===== src/rtl/disp_scan_4dig.sv =====
// disp_scan_4dig: time-multiplexed 4-digit hex display scanner.
// Incoming data is staged in a pending register and moved into the display
// register only at a frame boundary, so a frame never mixes old and new digits.
module disp_scan_4dig #(
  parameter int unsigned DIV = 50000,
  parameter int unsigned LZB = 0
) (
  input  logic        clk,
  input  logic        rst,
  input  logic        load,
  input  logic [15:0] data,
  output logic        ready,
  output logic        ack,
  output logic [3:0]  nibble,
  output logic [3:0]  an,
  output logic        frame
);

  localparam int unsigned PW = (DIV > 2) ? $clog2(DIV) : 1;
  localparam logic [PW-1:0] PMAX = PW'(DIV - 1);

  logic [PW-1:0] pcnt_q, pcnt_d;
  logic [1:0]    dsel_q, dsel_d;
  logic [15:0]   disp_q, disp_d;
  logic [15:0]   pend_q, pend_d;
  logic          pvalid_q, pvalid_d;
  logic          ack_q, ack_d;
  logic          frame_q, frame_d;
  logic [3:0]    nibble_q, nibble_d;
  logic [3:0]    an_q, an_d;

  logic          tick;
  logic          boundary;
  logic [3:0]    zero_from;
  logic          blank;

  // Next-state logic: prescaler, digit index, pending/display handoff and
  // registered scan outputs. Outputs are computed from the next disp/dsel so
  // they change in the same cycle as the state they describe.
  always_comb begin
    tick     = (pcnt_q == PMAX);
    boundary = tick && (dsel_q == 2'd3);

    pcnt_d   = tick ? '0 : pcnt_q + PW'(1);
    dsel_d   = tick ? dsel_q + 2'd1 : dsel_q;

    disp_d   = disp_q;
    pend_d   = pend_q;
    pvalid_d = pvalid_q;
    ack_d    = 1'b0;

    // A load in the transfer cycle sees ready=0 and is dropped.
    if (boundary && pvalid_q) begin
      disp_d   = pend_q;
      pvalid_d = 1'b0;
      ack_d    = 1'b1;
    end else if (load && !pvalid_q) begin
      pend_d   = data;
      pvalid_d = 1'b1;
    end

    frame_d  = boundary;
    nibble_d = disp_d[{dsel_d, 2'b00} +: 4];

    // zero_from[k]: digits 3 down to k of the next display value are all zero.
    zero_from    = '0;
    zero_from[3] = (disp_d[15:12] == 4'h0);
    zero_from[2] = zero_from[3] && (disp_d[11:8] == 4'h0);
    zero_from[1] = zero_from[2] && (disp_d[7:4] == 4'h0);

    blank = (LZB != 0) && (dsel_d != 2'd0) && zero_from[dsel_d];
    an_d  = blank ? '1 : ~(4'b0001 << dsel_d);
  end

  // State registers with synchronous active-high reset.
  always_ff @(posedge clk) begin
    if (rst) begin
      pcnt_q   <= '0;
      dsel_q   <= '0;
      disp_q   <= '0;
      pend_q   <= '0;
      pvalid_q <= 1'b0;
      ack_q    <= 1'b0;
      frame_q  <= 1'b0;
      nibble_q <= '0;
      an_q     <= 4'b1110;
    end else begin
      pcnt_q   <= pcnt_d;
      dsel_q   <= dsel_d;
      disp_q   <= disp_d;
      pend_q   <= pend_d;
      pvalid_q <= pvalid_d;
      ack_q    <= ack_d;
      frame_q  <= frame_d;
      nibble_q <= nibble_d;
      an_q     <= an_d;
    end
  end

  assign ready  = !pvalid_q;
  assign ack    = ack_q;
  assign frame  = frame_q;
  assign nibble = nibble_q;
  assign an     = an_q;

endmodule


===== config.mk =====
export PLATFORM = sky130hd
export DESIGN_NAME = disp_scan_4dig
export DESIGN_NICKNAME = d
export VERILOG_FILES = /design/src/rtl/disp_scan_4dig.sv
export SDC_FILE = /design/constraint.sdc
export NUM_CORES = 1
export LEC_CHECK = 0
export ABC_AREA = 1
export CORE_UTILIZATION = 50
export DETAILED_ROUTE_END_ITERATION = 6
export PLACE_DENSITY = 0.77
export SLEW_MARGIN = 40
export SYNTH_ARGS = -nofsm -noshare
export SYNTH_HDL_FRONTEND = slang
export SYNTH_SLANG_ARGS = --single-unit

===== constraint.sdc =====
create_clock -name clk -period 1.55 [get_ports clk]
set_input_delay 0.3875 -clock clk [delete_from_list [all_inputs] [get_ports clk]]
set_output_delay 0.3875 -clock clk [all_outputs]
set_load 0.1 [all_outputs]

==> results of run 1 <==
## worst max-delay path: stages (launching register included)
cell,delay (ns)
dfxtp_2,0.35
ha_4,0.16
buf_6,0.10
nand3_4,0.07
nor2_4,0.18
buf_12,0.14
nand4_4,0.14
nand2_2,0.15
nand2_2,0.07
nand2_1,0.08
nand2_1,0.05
nor2_1,0.12
nor2_1,0.06
## state kept, by name (all words and copies together), names as in the netlist
name and count:
disp_q 16, pcnt_q 16, pend_q 16, an 4, nibble 4, dsel_q 2
ack 1, frame 1, pvalid_q 1
## cell type report
cell class / count / area [um^2] / share of cell area
Clock inverter: 5 / 83.8 / 0.0213
Sequential cell: 61 / 1230 / 0.313
Clock buffer: 11 / 141 / 0.0359
Inverter: 22 / 88.8 / 0.0225
Timing Repair Buffer: 77 / 851 / 0.216
Tap cell: 70 / 87.6 / 0.0222
Multi-Input combinational cell: 265 / 1460 / 0.370
## where the power goes
part           total [mW]  internal (mW)  switching (mW)
Combinational       0.210          0.103           0.107
Clock                1.60          0.952           0.653
Sequential           1.64           1.61          0.0316
## cells in the mapped netlist (all sizes together)
cell type / count
nor2: 69
nor3b: 2
a31oi: 1
nor3: 5
nand3: 12
nand3b: 1
a21oi: 26
dfxtp: 61
clkbuf: 5
nand4: 20
clkinv: 1
nor4: 2
ha: 2
or2: 3
inv: 21
o21ai: 18
nand2: 100
buf: 8
o211a: 1
xor2: 1
## cells by family (layout without fill, tap and decap cells)
family,Yosys count,in the layout,synth area share
xor gates and xnor gates,1,1,0.00329
adders and majority gates,2,2,0.00941
buffers and inverters,35,115,0.0607
and+or+nand+nor,214,216,0.378
AOI/OAI and AO/OA,46,46,0.0889
DFF,61,61,0.459
## routing by layer
layer,GRT usage,wire length (um),part of all wire
met1,0.290,2870,0.39
met2,0.470,3870,0.53
met3,0.0723,383,0.052
met4,0.140,231,0.031
met5,0,0,0
## metrics by stage
step           area (um^2)  utilization  power [mW]  hold WS (ns)  setup WS, ns
6_report              3940        0.772        3.45         0.475        -0.221
5_1_grt               3940        0.772        3.54         0.493        -0.318
2_1_floorplan         2700            -        1.78         0.395       -0.0404
3_3_place_gp          3400        0.665        1.86         0.461        -0.124
3_5_place_dp          3400        0.665        1.87         0.471        -0.152
4_1_cts               3880        0.760        3.45         0.477        -0.123
## worst max path at each step
stage               from    endpoint  slack (ns)  cells past startpoint
6_report       pcnt_q[1]   nibble[1]       -0.22                     12
5_1_grt        pcnt_q[1]   nibble[2]       -0.32                     12
4_1_cts        pcnt_q[0]   nibble[1]       -0.12                     12
3_5_place_dp   pcnt_q[1]   nibble[1]       -0.15                     10
3_3_place_gp   pcnt_q[1]   nibble[1]       -0.12                     10
2_1_floorplan   pvalid_q  pend_q[10]       -0.04                      7
## repair_timing
action / 4_1_cts / 5_1_grt
endpoints found under the setup margin: 12 / 39
gates resized for setup: 27 / 26
buffers inserted: 9 / 3
cloned: 3 / 0
pin swaps: 16 / 17
==> impl_metrics.ini, run 1 <==
[status]
status = finished, violations left
violations = negative setup slack

[worst_setup_path]
regToRegStartpoint = pcnt_q[1]
cp_max_fo = 5
reg2reg_setup_slack_ns = -0.22
crit_path_start_kind = register
worstSetupPathType = register to register
r2r-end = nibble[1]
required_ns = 1.79
cp.arrival_ns = 2.01
cp-end-kind = register
ff2ff_path_depth = 12

[die]
ios = 30
initial_core_util = 0.521
rows = 26
dieHeight_um = 74.9
die_area_mm2 = 0.00561
core_area_mm2 = 0.00511
die_w_um = 74.9

[min_path]
hold_end = disp_q[13]
holdPathStages = 2
hp-start = disp_q[13]
worstHoldPathType = register to register

[timing]
fin_ws_ns = -0.221
min_period_ns = 1.77
slew_headroom = 0.831
slew_viol_final = 0
rsz0062_at_grt = yes
tightest_slew_ns = 0.252
finalCritPeriodShare = 1.14
tns_ns = -2.19
skew_ns = 0.0108
hold_viol_final = 0
fmax_ghz = 0.565
final-setup-viol-count = 28

[clock_tree]
cts_tree = built
path_clk_slew_ns = 0.06
clk_latency_ns = 0.35
clock_path_buffers = 2
cts-root-buf = clkbuf_8
cts_max_level = 3
cts.hold.buffers_added = 0
clock_sinks = 61
cts_buffers = 9

[final_layout]
fillers = 336
fin_nets = 457
layout_common_cells = nand2_1 (73), dfxtp_1 (55), nor2_1 (53)
diodes = 0
layout_commonest_cell = nand2_1
drive_above_1_share = 0.320
syn_to_final_growth_pct = 48.3
stdcell_count = 511

[yosys]
synthCells = 359
synth_fp_nets = 380
synth_warnings = 0
yosys.area.top_type_share = 0.459
syn_area_mm2 = 0.00266
ys_types = 32
synth.avg_cell_area_um2 = 7.41
synth_area_leader_cell = dfxtp_1
yosysSeqAreaShare = 0.459
synth-seq-cells = 61
synth.area.top_cells = dfxtp_1 (46%), nand2_1 (13%), nor2_1 (8.3%)

[routing]
drtIter0Drc = 155
drt_wl_total_um = 7360
drtAntennaViolNets = 0
vias = 2695
dr.pass1.iters = 6
wl_per_cell_um = 14.4
viasPerCell = 5.27
post-route-drc-count = 0

[pwr]
peakVddDrop_v = 0.000714
pwr_density_cell_mw_per_mm2 = 876
power_leakage_nw = 1.66

[placement]
dp.cells = 481
gp_congestion = 0.835
port-buffer-count = 29
post-dp-hpwl_um = 4280

[global_routing]
grt_remaining_overflow = 0
antenna_found_initial = 0
grt_pass1_vias = 2454
grt.total_usage = 0.266
grt_pass1_wl_um = 11100
grt_max_degree = 26

[job]
drv_cap = 0
Note: power is estimated with default switching activity, not from simulation.
==> run 2: changes to the inputs <==
==> constraint.sdc (replaced) <==
create_clock -name clk -period 1.55 [get_ports clk]
set_input_delay 0.31 -clock clk [delete_from_list [all_inputs] [get_ports clk]]
set_output_delay 0.31 -clock clk [all_outputs]
set_load 0.1 [all_outputs]
==> run 2 against run 1 <==
The flow still finishes with violations (negative setup slack); clock-buffer cell count did not move; non-clock buffer count did not move; critical path depth did not move; sequential share of layout area did not move; first-iteration DRC count did not move; maximum frequency did not move; sequential power barely moved; cell area did not move; die area did not move; total power did not move; combinational power barely moved; via count did not move; highest routed layer unchanged.
==> impl_metrics.ini, run 2 (synthesis results as in run 1) <==
[final_layout]
fin_nets = 457
layout_common_cells = nand2_1 (73), dfxtp_1 (55), nor2_1 (53)
diodes = 0
drive_above_1_share = 0.320
syn_to_final_growth_pct = 48.3
layout_commonest_cell = nand2_1
top_regs = disp_q (16), pcnt_q (16), pend_q (16)
fillers = 336
final_util = 0.772

[worst_setup_path]
critPathBufInv = 2
crit_path_start_kind = register
required_ns = 1.79
r2r-end = nibble[1]
reg2reg_setup_slack_ns = -0.22
crit_family = simple AND/OR/NAND/NOR gates
crit_path_start = pcnt_q[1]
cp_cell_sequence = ha_4, buf_6, nand3_4, nor2_4, buf_12, nand4_4, nand2_2, nand2_2, nand2_1, nand2_1, nor2_1, nor2_1
max_stage_delay_ns = 0.35
cp_max_fo = 5
worstSetupPathType = register to register
cp.arrival_ns = 2.01
ff2ff_path_depth = 12
cp_num_cells = 12
crit_end = nibble[1]
crit_path_top_delay_cell = dfxtp_2
cp-end-kind = register
regToRegStartpoint = pcnt_q[1]

[timing]
rsz0062_at_grt = yes
finalCritPeriodShare = 1.14
slew_headroom = 0.831
tightest_slew_ns = 0.252
whs_ns = 0.475
skew_ns = 0.0108
final-setup-viol-count = 28
slew_viol_final = 0
fmax_ghz = 0.565
tns_ns = -2.19
fin_ws_ns = -0.221
min_period_ns = 1.77
hold_viol_final = 0

[die]
ios = 30
die_area_mm2 = 0.00561
core_area_mm2 = 0.00511
rows = 26
initial_core_util = 0.521
dieHeight_um = 74.9
die_w_um = 74.9

[clock_tree]
cts-root-buf = clkbuf_8
cts_buffers = 9
cts_max_level = 3
clock_path_buffers = 2
cts_tree = built
clk_latency_ns = 0.35
path_clk_slew_ns = 0.06
clock_sinks = 61

[pwr]
pwr_density_cell_mw_per_mm2 = 876
peakVddDrop_v = 0.000714
power_leakage_nw = 1.66
p_total_mw = 3.45

[min_path]
holdPathStages = 2
worstHoldPathType = register to register

[global_routing]
grt_pass1_vias = 2454
grt_max_degree = 26
antenna_found_initial = 0
grt.total_usage = 0.266
grt_pass1_wl_um = 11100
grt_remaining_overflow = 0

[routing]
post-route-drc-count = 0
drtAntennaViolNets = 0
routedLengthMet1_um = 2870
vias = 2695
wl_per_cell_um = 14.4
drtIter0Drc = 155
wl_met2_um = 3870
drt_wl_total_um = 7360
top_layer_used = met4
wl_met3_um = 383
viasPerCell = 5.27
dr.pass1.iters = 6

[job]
drv_cap = 0

[placement]
post-dp-hpwl_um = 4280
gp_congestion = 0.835
port-buffer-count = 29
dp_worst_setup_slack_ns = -0.152

[status]
violations = negative setup slack
status = finished, violations left
run 2: cell counts in the layout (fill, tap and decap cells not counted):
Identical to the previous run, type by type.
run 2: repair_timing:
| action | in CTS | in global routing |
|---|---|---|
| hold buffers | 0 | 0 |
| buffers inserted | 9 | 3 |
| setup endpoints to repair | 12 | 40 |
| gates resized for setup | 26 | 27 |
| gates cloned | 3 | 0 |
| pin swaps | 16 | 17 |
run 2: cell type report:
cell class	count	area (um^2)	share of cell area
inverter	22	88.8	0.0225
clock inverter	5	83.8	0.0213
clock buffer	11	141	0.0359
multi-input combinational	265	1460	0.370
tap	70	87.6	0.0222
timing repair buffer	77	851	0.216
sequential	61	1230	0.313
run 2: per-layer routing:
| layer | vias up | track usage |
|---|---|---|
| li1 | 1334 | - |
| met1 | 1238 | 0.290 |
| met2 | 92 | 0.470 |
| met3 | 31 | 0.0723 |
| met4 | 0 | 0.140 |
| met5 | - | 0 |
run 2: how the worst min path moves through the flow:
stage | startpoint | to | slack [ns]
2_1_floorplan | pcnt_q[0] | pcnt_q[0] | 0.39
6_report | disp_q[13] | disp_q[13] | 0.47
5_1_grt | disp_q[13] | disp_q[13] | 0.49
3_3_place_gp | disp_q[10] | disp_q[10] | 0.46
4_1_cts | disp_q[13] | disp_q[13] | 0.48
3_5_place_dp | pend_q[7] | pend_q[7] | 0.47
run 2: tightest hold or removal path, stage by stage, from the launching register on:
cell and delay, ns:
dfxtp_1 0.31, nand2_2 0.06, a21oi_1 0.06
run 2: per-stage QoR:
step	std cells	cell area, um^2
finish	511	3940
global route	511	3940
CTS	509	3880
detailed placement	481	3400
global placement	481	3400
floorplan	359	2700
run 2: power breakdown:
group | leakage [nW] | internal, mW | total (mW) | switching (mW)
Combinational | 1.05 | 0.103 | 0.210 | 0.107
Clock | 0.106 | 0.952 | 1.60 | 0.653
Sequential | 0.499 | 1.61 | 1.64 | 0.0316
